### config.mk
export PLATFORM = sky130hd
export DESIGN_NAME = decode_queue_flat
export DESIGN_NICKNAME = d
export VERILOG_FILES = /design/src/rtl/decode_queue_if.sv /design/src/rtl/decode_queue.sv /design/src/flat_wrapper.sv
export SDC_FILE = /design/constraint.sdc
export NUM_CORES = 1
export LEC_CHECK = 0
export CAP_MARGIN = 20
export CORE_MARGIN = 4
export CORE_UTILIZATION = 25
export CTS_CLUSTER_DIAMETER = 120
export DETAILED_ROUTE_END_ITERATION = 12
export GPL_TIMING_DRIVEN = 0
export PLACE_DENSITY = 0.44
export RECOVER_POWER = 50
export SLEW_MARGIN = 20
export SYNTH_ARGS = -nofsm -noshare
export SYNTH_HDL_FRONTEND = slang
export SYNTH_SLANG_ARGS = --single-unit
### constraint.sdc
create_clock -name CLK -period 4.9 [get_ports CLK]
set_input_delay 0.98 -clock CLK [delete_from_list [all_inputs] [get_ports CLK]]
set_output_delay 0.98 -clock CLK [all_outputs]
set_load 0.01 [all_outputs]
### src/rtl/decode_queue_if.sv
// decode_queue_if -- handshake bundle between the fetch side, the decode
// queue and the execute side.
//   FLUSH                      : synchronous discard of all buffered entries
//   IN_VALID/IN_READY          : fetch-side push handshake
//   IN_INSTR, IN_PC            : raw RV32 instruction and its address
//   OUT_VALID/OUT_READY        : execute-side pop handshake
//   OUT_RD/RS1/RS2, OUT_IMM,
//   OUT_FMT, OUT_ALU_OP,
//   OUT_ILLEGAL, OUT_PC        : decoded head entry
//   COUNT                      : occupancy, $clog2(DEPTH)+1 bits
// DEPTH/PC_W must match the decode_queue instance bound to this interface.
interface decode_queue_if #(
  parameter int DEPTH = 4,
  parameter int PC_W  = 32
);
  localparam int CW = $clog2(DEPTH) + 1;

  logic            FLUSH;
  logic            IN_VALID;
  logic            IN_READY;
  logic [31:0]     IN_INSTR;
  logic [PC_W-1:0] IN_PC;
  logic            OUT_VALID;
  logic            OUT_READY;
  logic [4:0]      OUT_RD;
  logic [4:0]      OUT_RS1;
  logic [4:0]      OUT_RS2;
  logic [31:0]     OUT_IMM;
  logic [2:0]      OUT_FMT;
  logic [4:0]      OUT_ALU_OP;
  logic            OUT_ILLEGAL;
  logic [PC_W-1:0] OUT_PC;
  logic [CW-1:0]   COUNT;

  // queue side
  modport slave (
    input  FLUSH, IN_VALID, IN_INSTR, IN_PC, OUT_READY,
    output IN_READY, OUT_VALID, OUT_RD, OUT_RS1, OUT_RS2, OUT_IMM,
           OUT_FMT, OUT_ALU_OP, OUT_ILLEGAL, OUT_PC, COUNT
  );

  // fetch + execute side
  modport master (
    output FLUSH, IN_VALID, IN_INSTR, IN_PC, OUT_READY,
    input  IN_READY, OUT_VALID, OUT_RD, OUT_RS1, OUT_RS2, OUT_IMM,
           OUT_FMT, OUT_ALU_OP, OUT_ILLEGAL, OUT_PC, COUNT
  );
endinterface

### src/rtl/decode_queue.sv
// decode_queue -- RV32I decoder feeding a DEPTH-entry circular buffer.
// Each accepted instruction is decoded combinationally on the way in and the
// decoded record (register indices, immediate, format, ALU op, illegal flag,
// PC) is stored; the head record is presented one cycle after the push.
//
// Ports:
//   CLK    : clock, rising edge
//   RST_N  : asynchronous active-low reset
//   qif    : decode_queue_if.slave (push/pop handshakes, decoded head, COUNT)
//
// Parameters: DEPTH (power of two, 2..16), PC_W.
// Build option: define DECODE_QUEUE_RV32M_EN to decode the RV32M
// multiply/divide group (ALU ops 24..31); otherwise it decodes as illegal.
module decode_queue #(
  parameter int DEPTH = 4,
  parameter int PC_W  = 32
) (
  input logic             CLK,
  input logic             RST_N,
  decode_queue_if.slave   qif
);
  localparam int PW = $clog2(DEPTH);
  localparam int CW = $clog2(DEPTH) + 1;

  localparam logic [6:0] OPC_OP     = 7'b0110011;
  localparam logic [6:0] OPC_OPIMM  = 7'b0010011;
  localparam logic [6:0] OPC_LOAD   = 7'b0000011;
  localparam logic [6:0] OPC_STORE  = 7'b0100011;
  localparam logic [6:0] OPC_BRANCH = 7'b1100011;
  localparam logic [6:0] OPC_JALR   = 7'b1100111;
  localparam logic [6:0] OPC_JAL    = 7'b1101111;
  localparam logic [6:0] OPC_LUI    = 7'b0110111;
  localparam logic [6:0] OPC_AUIPC  = 7'b0010111;

  localparam logic [6:0] F7_BASE = 7'b0000000;
  localparam logic [6:0] F7_ALT  = 7'b0100000;
`ifdef DECODE_QUEUE_RV32M_EN
  localparam logic [6:0] F7_MUL  = 7'b0000001;
`endif

  localparam logic [2:0] FMT_R = 3'd0;
  localparam logic [2:0] FMT_I = 3'd1;
  localparam logic [2:0] FMT_S = 3'd2;
  localparam logic [2:0] FMT_B = 3'd3;
  localparam logic [2:0] FMT_U = 3'd4;
  localparam logic [2:0] FMT_J = 3'd5;

  localparam logic [4:0] ALU_ADD   = 5'd0;
  localparam logic [4:0] ALU_SUB   = 5'd1;
  localparam logic [4:0] ALU_SLL   = 5'd2;
  localparam logic [4:0] ALU_SLT   = 5'd3;
  localparam logic [4:0] ALU_SLTU  = 5'd4;
  localparam logic [4:0] ALU_XOR   = 5'd5;
  localparam logic [4:0] ALU_SRL   = 5'd6;
  localparam logic [4:0] ALU_SRA   = 5'd7;
  localparam logic [4:0] ALU_OR    = 5'd8;
  localparam logic [4:0] ALU_AND   = 5'd9;
  localparam logic [4:0] ALU_LUI   = 5'd10;
  localparam logic [4:0] ALU_AUIPC = 5'd11;
  localparam logic [4:0] ALU_JAL   = 5'd12;
  localparam logic [4:0] ALU_JALR  = 5'd13;
  localparam logic [4:0] ALU_BEQ   = 5'd14;
  localparam logic [4:0] ALU_BNE   = 5'd15;
  localparam logic [4:0] ALU_BLT   = 5'd16;
  localparam logic [4:0] ALU_BGE   = 5'd17;
  localparam logic [4:0] ALU_BLTU  = 5'd18;
  localparam logic [4:0] ALU_BGEU  = 5'd19;
  localparam logic [4:0] ALU_LOAD  = 5'd20;
  localparam logic [4:0] ALU_STORE = 5'd21;

  typedef struct packed {
    logic [4:0]      rd;
    logic [4:0]      rs1;
    logic [4:0]      rs2;
    logic [31:0]     imm;
    logic [2:0]      fmt;
    logic [4:0]      alu_op;
    logic            illegal;
    logic [PC_W-1:0] pc;
  } entry_t;

  // ---------------------------------------------------------------- decode
  logic [31:0] instr;
  logic [6:0]  opc;
  logic [2:0]  f3;
  logic [6:0]  f7;
  logic [31:0] imm_i, imm_s, imm_b, imm_u, imm_j;

  assign instr = qif.IN_INSTR;
  assign opc   = instr[6:0];
  assign f3    = instr[14:12];
  assign f7    = instr[31:25];

  assign imm_i = {{20{instr[31]}}, instr[31:20]};
  assign imm_s = {{20{instr[31]}}, instr[31:25], instr[11:7]};
  assign imm_b = {{19{instr[31]}}, instr[31], instr[7], instr[30:25], instr[11:8], 1'b0};
  assign imm_u = {instr[31:12], 12'h000};
  assign imm_j = {{11{instr[31]}}, instr[31], instr[19:12], instr[20], instr[30:21], 1'b0};

  logic [31:0] dec_imm;
  logic [2:0]  dec_fmt;
  logic [4:0]  dec_alu;
  logic        dec_ill;

  always_comb begin
    dec_imm = '0;
    dec_fmt = FMT_R;
    dec_alu = ALU_ADD;
    dec_ill = 1'b0;
    unique case (opc)
      OPC_OP: begin
        if (f7 == F7_BASE) begin
          unique case (f3)
            3'd0:    dec_alu = ALU_ADD;
            3'd1:    dec_alu = ALU_SLL;
            3'd2:    dec_alu = ALU_SLT;
            3'd3:    dec_alu = ALU_SLTU;
            3'd4:    dec_alu = ALU_XOR;
            3'd5:    dec_alu = ALU_SRL;
            3'd6:    dec_alu = ALU_OR;
            default: dec_alu = ALU_AND;
          endcase
        end else if (f7 == F7_ALT && f3 == 3'd0) begin
          dec_alu = ALU_SUB;
        end else if (f7 == F7_ALT && f3 == 3'd5) begin
          dec_alu = ALU_SRA;
`ifdef DECODE_QUEUE_RV32M_EN
        end else if (f7 == F7_MUL) begin
          // MUL..REMU occupy 24..31 in funct3 order
          dec_alu = {2'b11, f3};
`endif
        end else begin
          dec_ill = 1'b1;
        end
      end
      OPC_OPIMM: begin
        dec_fmt = FMT_I;
        dec_imm = imm_i;
        unique case (f3)
          3'd0: dec_alu = ALU_ADD;
          3'd1: begin
            // shift-immediates reuse imm[11:5] as a funct7 qualifier
            if (f7 == F7_BASE) dec_alu = ALU_SLL;
            else               dec_ill = 1'b1;
          end
          3'd2: dec_alu = ALU_SLT;
          3'd3: dec_alu = ALU_SLTU;
          3'd4: dec_alu = ALU_XOR;
          3'd5: begin
            if      (f7 == F7_BASE) dec_alu = ALU_SRL;
            else if (f7 == F7_ALT)  dec_alu = ALU_SRA;
            else                    dec_ill = 1'b1;
          end
          3'd6:    dec_alu = ALU_OR;
          default: dec_alu = ALU_AND;
        endcase
      end
      OPC_LOAD: begin
        dec_fmt = FMT_I;
        dec_imm = imm_i;
        dec_alu = ALU_LOAD;
        // LB, LH, LW, LBU, LHU only
        dec_ill = (f3 == 3'd3) || (f3 == 3'd6) || (f3 == 3'd7);
      end
      OPC_JALR: begin
        dec_fmt = FMT_I;
        dec_imm = imm_i;
        dec_alu = ALU_JALR;
        dec_ill = (f3 != 3'd0);
      end
      OPC_STORE: begin
        dec_fmt = FMT_S;
        dec_imm = imm_s;
        dec_alu = ALU_STORE;
        dec_ill = (f3 > 3'd2);
      end
      OPC_BRANCH: begin
        dec_fmt = FMT_B;
        dec_imm = imm_b;
        unique case (f3)
          3'd0:    dec_alu = ALU_BEQ;
          3'd1:    dec_alu = ALU_BNE;
          3'd4:    dec_alu = ALU_BLT;
          3'd5:    dec_alu = ALU_BGE;
          3'd6:    dec_alu = ALU_BLTU;
          3'd7:    dec_alu = ALU_BGEU;
          default: dec_ill = 1'b1;
        endcase
      end
      OPC_LUI: begin
        dec_fmt = FMT_U;
        dec_imm = imm_u;
        dec_alu = ALU_LUI;
      end
      OPC_AUIPC: begin
        dec_fmt = FMT_U;
        dec_imm = imm_u;
        dec_alu = ALU_AUIPC;
      end
      OPC_JAL: begin
        dec_fmt = FMT_J;
        dec_imm = imm_j;
        dec_alu = ALU_JAL;
      end
      // FENCE, SYSTEM and anything non-RV32I are not handled downstream
      default: dec_ill = 1'b1;
    endcase
    // illegal entries still travel in order but must not trigger an ALU op
    if (dec_ill) dec_alu = ALU_ADD;
  end

  entry_t dec;
  always_comb begin
    dec         = '0;
    dec.rd      = instr[11:7];
    dec.rs1     = instr[19:15];
    dec.rs2     = instr[24:20];
    dec.imm     = dec_imm;
    dec.fmt     = dec_fmt;
    dec.alu_op  = dec_alu;
    dec.illegal = dec_ill;
    dec.pc      = qif.IN_PC;
  end

  // ----------------------------------------------------------------- queue
  entry_t        mem [DEPTH];
  logic [PW-1:0] wptr, rptr;
  logic [CW-1:0] count;
  logic          in_ready, out_valid, push, pop;

  // IN_READY is a pure function of occupancy, so a full queue refuses a push
  // even on an edge where it also pops.
  assign in_ready  = (count != CW'(DEPTH));
  assign out_valid = (count != '0);
  assign push      = qif.IN_VALID && in_ready;
  assign pop       = out_valid && qif.OUT_READY;

  always_ff @(posedge CLK or negedge RST_N) begin
    if (!RST_N) begin
      wptr  <= '0;
      rptr  <= '0;
      count <= '0;
    end else if (qif.FLUSH) begin
      wptr  <= '0;
      rptr  <= '0;
      count <= '0;
    end else begin
      if (push) wptr <= wptr + PW'(1);
      if (pop)  rptr <= rptr + PW'(1);
      unique case ({push, pop})
        2'b10:   count <= count + CW'(1);
        2'b01:   count <= count - CW'(1);
        default: count <= count;
      endcase
    end
  end

  // Storage needs no reset: the head is masked whenever the queue is empty.
  always_ff @(posedge CLK) begin
    if (push && !qif.FLUSH) mem[wptr] <= dec;
  end

  entry_t head;
  assign head = out_valid ? mem[rptr] : '0;

  assign qif.IN_READY    = in_ready;
  assign qif.OUT_VALID   = out_valid;
  assign qif.OUT_RD      = head.rd;
  assign qif.OUT_RS1     = head.rs1;
  assign qif.OUT_RS2     = head.rs2;
  assign qif.OUT_IMM     = head.imm;
  assign qif.OUT_FMT     = head.fmt;
  assign qif.OUT_ALU_OP  = head.alu_op;
  assign qif.OUT_ILLEGAL = head.illegal;
  assign qif.OUT_PC      = head.pc;
  assign qif.COUNT       = count;
endmodule

### src/flat_wrapper.sv
// flat-port wrapper written by rule: the top's interface ports become plain ports
module decode_queue_flat 
#(
  parameter int DEPTH = 4,
  parameter int PC_W  = 32
)
  (CLK, RST_N, qif_FLUSH, qif_IN_VALID, qif_IN_INSTR, qif_IN_PC, qif_OUT_READY, qif_IN_READY, qif_OUT_VALID, qif_OUT_RD, qif_OUT_RS1, qif_OUT_RS2, qif_OUT_IMM, qif_OUT_FMT, qif_OUT_ALU_OP, qif_OUT_ILLEGAL, qif_OUT_PC, qif_COUNT);
  decode_queue_if #(.DEPTH(DEPTH), .PC_W(PC_W)) qif_i ();
  input logic CLK;
  input logic RST_N;
  input wire logic [$bits(qif_i.FLUSH)-1:0] qif_FLUSH;
  input wire logic [$bits(qif_i.IN_VALID)-1:0] qif_IN_VALID;
  input wire logic [$bits(qif_i.IN_INSTR)-1:0] qif_IN_INSTR;
  input wire logic [$bits(qif_i.IN_PC)-1:0] qif_IN_PC;
  input wire logic [$bits(qif_i.OUT_READY)-1:0] qif_OUT_READY;
  output wire logic [$bits(qif_i.IN_READY)-1:0] qif_IN_READY;
  output wire logic [$bits(qif_i.OUT_VALID)-1:0] qif_OUT_VALID;
  output wire logic [$bits(qif_i.OUT_RD)-1:0] qif_OUT_RD;
  output wire logic [$bits(qif_i.OUT_RS1)-1:0] qif_OUT_RS1;
  output wire logic [$bits(qif_i.OUT_RS2)-1:0] qif_OUT_RS2;
  output wire logic [$bits(qif_i.OUT_IMM)-1:0] qif_OUT_IMM;
  output wire logic [$bits(qif_i.OUT_FMT)-1:0] qif_OUT_FMT;
  output wire logic [$bits(qif_i.OUT_ALU_OP)-1:0] qif_OUT_ALU_OP;
  output wire logic [$bits(qif_i.OUT_ILLEGAL)-1:0] qif_OUT_ILLEGAL;
  output wire logic [$bits(qif_i.OUT_PC)-1:0] qif_OUT_PC;
  output wire logic [$bits(qif_i.COUNT)-1:0] qif_COUNT;
  assign qif_i.FLUSH = qif_FLUSH;
  assign qif_i.IN_VALID = qif_IN_VALID;
  assign qif_i.IN_INSTR = qif_IN_INSTR;
  assign qif_i.IN_PC = qif_IN_PC;
  assign qif_i.OUT_READY = qif_OUT_READY;
  assign qif_IN_READY = qif_i.IN_READY;
  assign qif_OUT_VALID = qif_i.OUT_VALID;
  assign qif_OUT_RD = qif_i.OUT_RD;
  assign qif_OUT_RS1 = qif_i.OUT_RS1;
  assign qif_OUT_RS2 = qif_i.OUT_RS2;
  assign qif_OUT_IMM = qif_i.OUT_IMM;
  assign qif_OUT_FMT = qif_i.OUT_FMT;
  assign qif_OUT_ALU_OP = qif_i.OUT_ALU_OP;
  assign qif_OUT_ILLEGAL = qif_i.OUT_ILLEGAL;
  assign qif_OUT_PC = qif_i.OUT_PC;
  assign qif_COUNT = qif_i.COUNT;
  decode_queue #(.DEPTH(DEPTH), .PC_W(PC_W)) u_core (.CLK(CLK), .RST_N(RST_N), .qif(qif_i));
endmodule
# Word-level counts from Yosys, hierarchy flattened
# Memory sizes are Yosys's and may differ from the RTL's.
# Index checks and enable logic that the tools add are counted.
word_totals:
  ramBits: 352
  memories: 1
  wordCells: 79
  reg_bits: 7
  output_inout_bits: 93
op_classes:
  eq_ne: 20
  n_reduce_logical: 19
  magnitude_cmp: 1
  muxes: 31
  addsub: 4
mem_list:
  columns: ["memory", "depth", "width", "rd", "rd_clocked_by_memory_dff", "write_ports", "line", "text"]
  rows:
  - ["u_core.mem", 4, 88, 1, 0, 1, "decode_queue.sv:226", "entry_t mem [DEPTH];"]
ops:
  columns: ["operator", "n"]
  rows:
  - ["case mux 32 bit (5 select lines)", 1]
  - ["two-way mux 88 bit", 1]
  - ["case mux 5 bit (9 select lines)", 1]
  - ["case mux 5 bit (7 select lines)", 1]
  - ["case mux 5 bit (6 select lines)", 1]
  - ["== test 7 x 6 -> 1 bit, second input constant", 4]
  - ["case mux 4 bit (7 select lines)", 1]
  - ["== test 7 bit, second input constant", 3]
  - ["two-way mux 5 bit", 4]
  - ["case mux 3 bit (5 select lines)", 1]
  - ["== test 7 x 5 -> 1 bit, second input constant", 2]
  - ["== test 3 bit, second input constant", 4]
  - ["two-way mux 2 bit", 5]
  - ["two-way mux 1 bit", 9]
  - ["two-way mux 3 bit", 3]
  - ["nonzero test 3 bit", 3]
  - ["== test 7 x 2 -> 1 bit, second input constant", 1]
  - ["zero test 7 bit", 1]
  - ["case mux 1 bit (7 select lines)", 1]
  - ["== test 3 x 2 -> 1 bit, second input constant", 2]
  - ["case mux 3 bit (2 select lines)", 1]
  - ["OR reduction 3 bit", 2]
  - ["OR reduction 6 bit", 1]
  - ["logical AND 1 bit", 5]
  - ["14 further kinds", 17]

# Longest topological paths before layout
# Gate-level depths: netlist of run 1.
logic_depth:
  depth_word: 7
  depth_mapped: 8
  mapped_depth_nobuf: 7

# Least setup slack after synthesis of run 1
# Ideal clock, no wire load.
synth_path:
  kind: "input-to-reg"
  start: "in qif_FLUSH"
  end: "mem u_core.mem[0][0] in the netlist's numbering (enable)"
  required_time_ps: 4443
  slack_ps: 1063
  setup_time_ps: 457
  t_arrival_ps: 3380
  path_stages: 3
  path_cell_list: "clkbuf_1 nor2_1 and2_1"
synth_between:
  elab_chain_len: 4
synth_rtl:
  columns: ["item", "line", "text"]
  rows:
  - ["start: declaration", "flat_wrapper.sv:11", "input wire logic [$bits(qif_i.FLUSH)-1:0] qif_FLUSH;"]
  - ["zero test 1 bit", "decode_queue.sv:260", "if (push && !qif.FLUSH) mem[wptr] <= dec;"]
  - ["logical AND 1 bit", "decode_queue.sv:260", null]
  - ["two-way mux 1 bit", "decode_queue.sv:260", null]
  - ["two-way mux 1 bit (not written as such)", "decode_queue.sv:260", null]
  - ["end: declaration", "decode_queue.sv:226", null]
# Every way passes these cells.

# Final worst setup path of run 1
layout_path:
  start: "in qif_IN_VALID"
  end: "mem u_core.mem[2][51] in the netlist's numbering (enable)"
layout_between:
  elab_chain_len: 4
layout_rtl:
  columns: ["item", "line", "text"]
  rows:
  - ["start: declaration", "flat_wrapper.sv:12", "input wire logic [$bits(qif_i.IN_VALID)-1:0] qif_IN_VALID;"]
  - ["logical AND 1 bit", "decode_queue.sv:235", "assign push = qif.IN_VALID && in_ready;"]
  - ["logical AND 1 bit", "decode_queue.sv:260", null]
  - ["two-way mux 1 bit", "decode_queue.sv:260", null]
  - ["two-way mux 1 bit (not written as such)", "decode_queue.sv:260", null]
# Every way passes these cells.

==> summary.md, run 1 <==
| Metric | Value |
|---|---|
| Nets | 1,041 |
| Register-to-register setup slack | 0.63 ns |
| Busiest grt layer | met2 |
| Avg Vias per Cell | 4.38 |
| Largest net degree at the start of global routing | 37 |
| Reg-to-reg critical path startpoint | u_core.qif.COUNT[0] |
| Crit Path Max Fanout | 36 |
| Post-detail-place hpwl | 24,900 µm |
| Grt met1 use | 16.7% |
| Placed cells | 1,681 |
| Setup repair bufs after CTS | 0 |
| Main synth FF type | edfxtp_1 |
| Total die area | 62,600 µm² |
| Mapped Cells | 750 |
| Sink count of the clock tree | 359 |
| Num ports | 162 |
| Hold Vio Cnt, Final | 0 |
| # DRC | 0 |
| Cell chain of the critical path | dlygate4sd3_1 > nand2_1 > nor2_1 > and2_0 > clkbuf_2 > buf_16 |
| Num rows | 88 |
| CP Launch Point | qif_IN_VALID |
| Share of cells above drive strength 1 | 18.3% |
| Setup ws final | 0.418 ns |
| Met3 Track Usage GR | 3.06% |
| Tmin final | 4.48 ns |
| Die Span X | 250 µm |
| Synth unique cells | 55 |
| Post-CTS Hold Buffers | 0 |
| Slew Limit Headroom | -58.9% |
| Max Freq | 0.223 GHz |
| CTS HTree Levels | 2 |
| Top-area cell type share of the netlist area | 72.1% |
| CTS buffer count | 43 |
| RD Place Congestion | 0.773 |
| Avg Inst Size Synth | 19.6 µm² |
| CP Class | in -> reg |
| CP max-delay cell | and2_0 |
| MaxCap Viol Count | 5 |
| DP Worst Slack | 0.982 ns |
| Reg-to-Reg End | u_core.mem[2][51] |
| Largest stage delay, worst path | 1.33 ns |
| R2R cell count | 7 |
| Vias | 7,716 |
| Remaining global-route overflow | 0 |
| Worst Path Arrival | 4.71 ns |
| Post-Route WL | 38,300 µm |
| Vias in the first global route | 8,303 |
| Fin. max-slew vios | 125 |
| Fillers | 5,671 |
| Post-route ant nets | 0 |
| Post-synth EDFFs | 352 |
| Critical path capture point type | flop |
| Clk_skew | 0.00671 ns |
| Measured slew at the worst slew-check pin | 2.38 ns |
| Period utilization | 91.5% |
| Failing checks | capacitance limit, slew limit |
| TritonCTS clock tree | done |
| Sequential cell area | 10,700 µm² |
| Most common cell after layout, fill and taps aside | edfxtp_1 |
| Critical Path RT | 5.13 ns |
| Area of the multi-input gates | 3690 µm² |
| Port bufs | 157 |
| Sum Neg Setup Slack | 0 ns |
| Synth warn | 0 |
| Met2 usage | 19.5% |
| Drt initial violations | 521 |
| CTS max path bufs | 3 |
| VDD IR-drop max | 0.237 mV |
| Initial Utilization | 25.3% |
| Yosys top cell by area | edfxtp_1 |
| CTS clk-pin slew, worst paths | 0.06 ns |
| Final count of negative-setup-slack endpoints | 0 |
| Routed len/inst | 21.8 µm |
| Final non-filler cell total | 1,761 |
| Pwr dens | 518 nW/µm² |
| Die Y | 250 µm |
| Post-CTS sizing | 0 |
| Clk_lat worst skew | 0.55 ns |
| Total track usage | 12.1% |
| Worst Hold Class | reg -> reg |
| Ys async rst share | 1.95% |
| Core Area | 57,900 µm² |
| Synth area leaders | edfxtp_1, mux4_2, and2_1 |
| Mapped Nets | 830 |
| Antenna violations before repair | 2 |
| RSZ-0062 raised after global routing | false |
| Highest-count cells in the layout ignoring fill and taps | edfxtp_1, clkdlybuf4s50_1, and2_1 |
| Root buf cell | clkbuf_16 |
| Leakage | 0.00606 µW |
| Area Growth Syn to Fin | 27.5% |
| Global-route wire length before repair | 56,800 µm |
| Status | complete, but fails checks |
| Synth Cell Area | 14,700 µm² |
| CP endpoint | u_core.mem[2][51] |
| Sequential share of the synthesized area | 73.3% |
| Worst setup SP type | input port |
| Seq cells post-synth | 359 |
| First-pass detailed-route iteration total | 5 |
| Fin util | 32.3% |
[state kept, by name, summed over array words and instances (netlist names)]
| name | flops |
|---|---|
| u_core.rptr | 2 |
| u_core.wptr | 2 |
| u_core.qif.COUNT | 3 |
| u_core.mem | 352 |
[cell type report]
type                       count  share of cell area (%)
antenna                        1                  0.0134
inverter                       7                   0.140
buffer                        44                    1.05
clock inverter                31                    1.36
multi-input combinational    340                    19.7
timing repair buffer         166                    9.28
sequential                   359                    57.4
clock buffer                  48                    5.85
tap                          765                    5.12
[cells in the mapped netlist (2+ instances only)]
library cell / count
xnor2_1: 4
mux4_2: 88
o21a_1: 3
ha_1: 10
a21o_1: 20
buf_2: 17
a22o_1: 5
a21oi_1: 12
nand2_1: 16
dfrtp_1: 7
o21ai_0: 8
xor2_1: 3
edfxtp_1: 352
nor2_1: 13
and3_1: 2
or3_1: 2
nand2b_1: 2
nor2b_1: 6
and3b_1: 3
and2_1: 102
nand3b_1: 2
nand3_1: 9
inv_1: 6
a21oi_2: 2
clkbuf_1: 25
mux2i_1: 2
[cell families after synthesis]
group / synth area share (%)
buffers and inverters: 1.53
and+or+nand+nor: 6.95
xor gates and xnor gates: 0.418
AOI/OAI and AO/OA: 3.20
DFF: 73.3
muxes: 13.6
adders and majority gates: 0.990
[how the worst min path moves through the flow]
stage | from | endpoint | depth (start not counted)
floorplan | u_core.wptr[1] | u_core.wptr[1] | 2
global placement | u_core.wptr[1] | u_core.wptr[1] | 2
detailed placement | u_core.wptr[1] | u_core.wptr[1] | 2
CTS | u_core.wptr[1] | u_core.wptr[1] | 2
global route | u_core.wptr[1] | u_core.wptr[1] | 2
finish | u_core.wptr[1] | u_core.wptr[1] | 2
[per-stage QoR]
stage / total power [µW] / hold slack, ns / instance area, µm²
after floorplan: 5180 / 0.543 / 14700
after global placement: 6830 / 0.574 / 17200
after detailed placement: 6820 / 0.577 / 17400
after CTS: 9960 / 0.585 / 18800
after global routing: 10200 / 0.616 / 18700
final: 9690 / 0.581 / 18700
[critical path: cells and delay by family]
kind                   cells  cell delay [ns]
buffers and inverters      3             2.01
and+or+nand+nor            3             1.66
[per-layer routing]
metal,routed length (µm),up-vias
li1,-,3423
met5,0,-
met4,613,0
met2,18000,192
met3,1920,43
met1,17700,4058
[power breakdown]
| part | internal [µW] | switching, µW |
|---|---|---|
| clock | 1820 | 1250 |
| combinational | 1500 | 1470 |
| sequential | 3590 | 56.3 |
| total | 6910 | 2780 |
(Power assumes the default switching activity.)
==> run 2: changes to the inputs <==
--- a/config.mk
+++ b/config.mk
@@ -6,6 +6,7 @@
 export NUM_CORES = 1
 export LEC_CHECK = 0
 export CAP_MARGIN = 20
+export CORE_ASPECT_RATIO = 0.8
 export CORE_MARGIN = 4
 export CORE_UTILIZATION = 25
 export CTS_CLUSTER_DIAMETER = 120
==> constraint.sdc (replaced) <==
create_clock -name CLK -period 4.8 [get_ports CLK]
set_input_delay 0.96 -clock CLK [delete_from_list [all_inputs] [get_ports CLK]]
set_output_delay 0.96 -clock CLK [all_outputs]
set_load 0.01 [all_outputs]
==> run 2 against run 1 <==
Effect of this change:
- the flow still finishes with violations (capacitance limit, slew limit)
- first-iteration DRC count is 9.8% higher
- flip-flop and latch count stayed put
- critical path depth is 1 lower
- sequential power is 2% higher
- via count is 1.8% lower
- design area is 0.60% lower
- cell count is 0.28% lower
- routed wire length is 3.1% lower
- clock skew is 0.0071 ns higher
==> summary.md, run 2 (synthesized netlist as in run 1, its figures left out) <==
| Metric | Value |
|---|---|
| Pwr dens | 521 nW/µm² (+0.68%) |
| Post-Route WL | 37,100 µm (-3.1%) |
| Num rows | 79 (-10%) |
| Remaining global-route overflow | 0 (unchanged) |
| Port bufs | 157 (unchanged) |
| Slew Limit Headroom | -71.6% (-13 points) |
| Post-detail-place hpwl | 24,300 µm (-2.3%) |
| Clk_lat worst skew | 0.55 ns (about the same) |
| Final count of negative-setup-slack endpoints | 0 (unchanged) |
| CP Class | in -> reg |
| Share of cells above drive strength 1 | 18.2% (-0.14 points) |
| Fillers | 5,622 (-0.86%) |
| Worst hold slack | 0.584 ns (+0.00308 ns) |
| CP Launch Point | qif_IN_VALID |
| Total track usage | 11.8% (-0.32 points) |
| VDD IR-drop max | 0.322 mV (+36%) |
| Area Growth Syn to Fin | 26.8% |
| Critical Path RT | 4.97 ns (-0.16 ns) |
| First-pass detailed-route iteration total | 5 (unchanged) |
| Setup ws final | 0.399 ns (-0.0195 ns) |
| Post-CTS Hold Buffers | 0 (unchanged) |
| Post-route ant nets | 0 (unchanged) |
| Most flops, register | u_core.mem |
| TritonCTS clock tree | done |
| Largest stage delay, worst path | 1.71 ns (+0.38 ns) |
| Highest-count cells in the layout ignoring fill and taps | edfxtp_1, clkdlybuf4s50_1, and2_1 |
| MaxCap Viol Count | 3 (-2) |
| Final non-filler cell total | 1,756 (-0.28%) |
| Num ports | 162 (unchanged) |
| Post-CTS sizing | 0 (unchanged) |
| Vias | 7,580 (-1.8%) |
| Root buf cell | clkbuf_16 |
| Reg-to-reg critical path startpoint | u_core.qif.COUNT[2] |
| Initial Utilization | 25.2% (-0.089 points) |
| CTS clk-pin slew, worst paths | 0.06 ns (about the same) |
| Failing checks | capacitance limit, slew limit |
| CTS max path bufs | 3 (unchanged) |
| Largest net degree at the start of global routing | 41 (+11%) |
| Worst Path Arrival | 4.57 ns (-0.14 ns) |
| RSZ-0062 raised after global routing | false |
| DP Worst Slack | 0.940 ns (-0.0413 ns) |
| Max Freq | 0.227 GHz |
| Register-to-register setup slack | 0.56 ns (-0.07 ns) |
| RD Place Congestion | 0.749 (-3.1%) |
| Fin. max-slew vios | 79 (-37%) |
| Antenna violations before repair | 2 (unchanged) |
| Status | complete, but fails checks |
| Worst setup SP type | input port |
| CP max-delay cell | and2_0 |
| Avg Vias per Cell | 4.32 (-1.5%) |
| CTS buffer count | 42 (-2.3%) |
| Reg-to-Reg End | u_core.mem[3][77] |
| CTS HTree Levels | 2 (unchanged) |
| Die Span X | 279 µm (+11%) |
| Cell chain of the critical path | dlygate4sd3_1 > nand2_1 > nor2_1 > and2_0 > clkbuf_2 |
| # DRC | 0 (unchanged) |
| Drt initial violations | 572 (+9.8%) |
| Total die area | 62,600 µm² (about the same) |
| Crit Path Max Fanout | 27 (-25%) |
| Setup repair bufs after CTS | 0 (unchanged) |
| CP endpoint | u_core.mem[3][77] |
| Routed len/inst | 21.2 µm (-2.8%) |
| Critical path capture point type | flop |
| Sink count of the clock tree | 359 (unchanged) |
| R2R cell count | 6 (-1) |
| Global-route wire length before repair | 54,300 µm (-4.5%) |
| Vias in the first global route | 7,911 (-4.7%) |
| Measured slew at the worst slew-check pin | 2.57 ns (+0.190 ns) |
| Power, Total | 9700 µW (about the same) |
| Clk_skew | 0.0138 ns (+0.00712 ns) |
| Hold Vio Cnt, Final | 0 (unchanged) |
| Tmin final | 4.40 ns |
| Nets | 1,039 (-0.19%) |
| Placed cells | 1,684 (+0.18%) |
| Die Y | 225 µm (-10%) |
| Worst Hold Class | reg -> reg |
| Leakage | 0.00598 µW (-1.3%) |
| Most common cell after layout, fill and taps aside | edfxtp_1 |
| Core Area | 58,100 µm² (+0.35%) |
| Largest register FFs | 352 (unchanged) |
| Period utilization | 91.7% |
[run 2: through the flow]
step / TNS [ns] / utilization [%] / instance area [µm²]
after floorplan: 0 / - / 14700
after global placement: -600.36 / 29.6 / 17200
after detailed placement: 0 / 30.0 / 17400
after CTS: 0 / 32.1 / 18700
after global routing: 0 / 32.0 / 18600
final: 0 / 32.0 / 18600
[run 2: worst min-delay path by stage]
stage | start | end | slack [ns] | cells past startpoint
after global routing | u_core.wptr[1] | u_core.wptr[1] | 0.60 | 2
final | u_core.wptr[1] | u_core.wptr[1] | 0.58 | 2
after detailed placement | u_core.wptr[1] | u_core.wptr[1] | 0.58 | 2
after CTS | u_core.wptr[1] | u_core.wptr[1] | 0.58 | 2
after floorplan | u_core.wptr[1] | u_core.wptr[1] | 0.54 | 2
after global placement | u_core.wptr[1] | u_core.wptr[1] | 0.58 | 2
[run 2: critical path: cells and delay by family]
family	cells	cell delay (ns)
simple gates	3	2.03
buf+inv	2	1.53
[run 2: where the power goes]
group | internal [µW] | switching (µW) | leakage, µW
Clock | 1720 | 1230 | 0.000607
Combinational | 1530 | 1500 | 0.00210
Sequential | 3670 | 55.5 | 0.00327
[run 2: cell type report]
type	count	area (µm²)	share of cell area (%)
plain buffers	44	195	1.05
clock inverters	18	165	0.888
inverters	7	26.3	0.141
diodes	1	2.50	0.0135
clock buffers	53	1090	5.87
multi-input cells	340	3700	19.9
well taps	769	962	5.17
flip-flops and latches	359	10700	57.8
repair buffers	165	1710	9.19
[run 2: per-layer routing]
metal  vias up  GRT usage (%)  wire, µm
met2       216           18.0     16600
met5         -              0         0
met1      3894           16.9     17900
met3        52           2.68      1970
met4         0           3.27       661
li1       3418              -         -
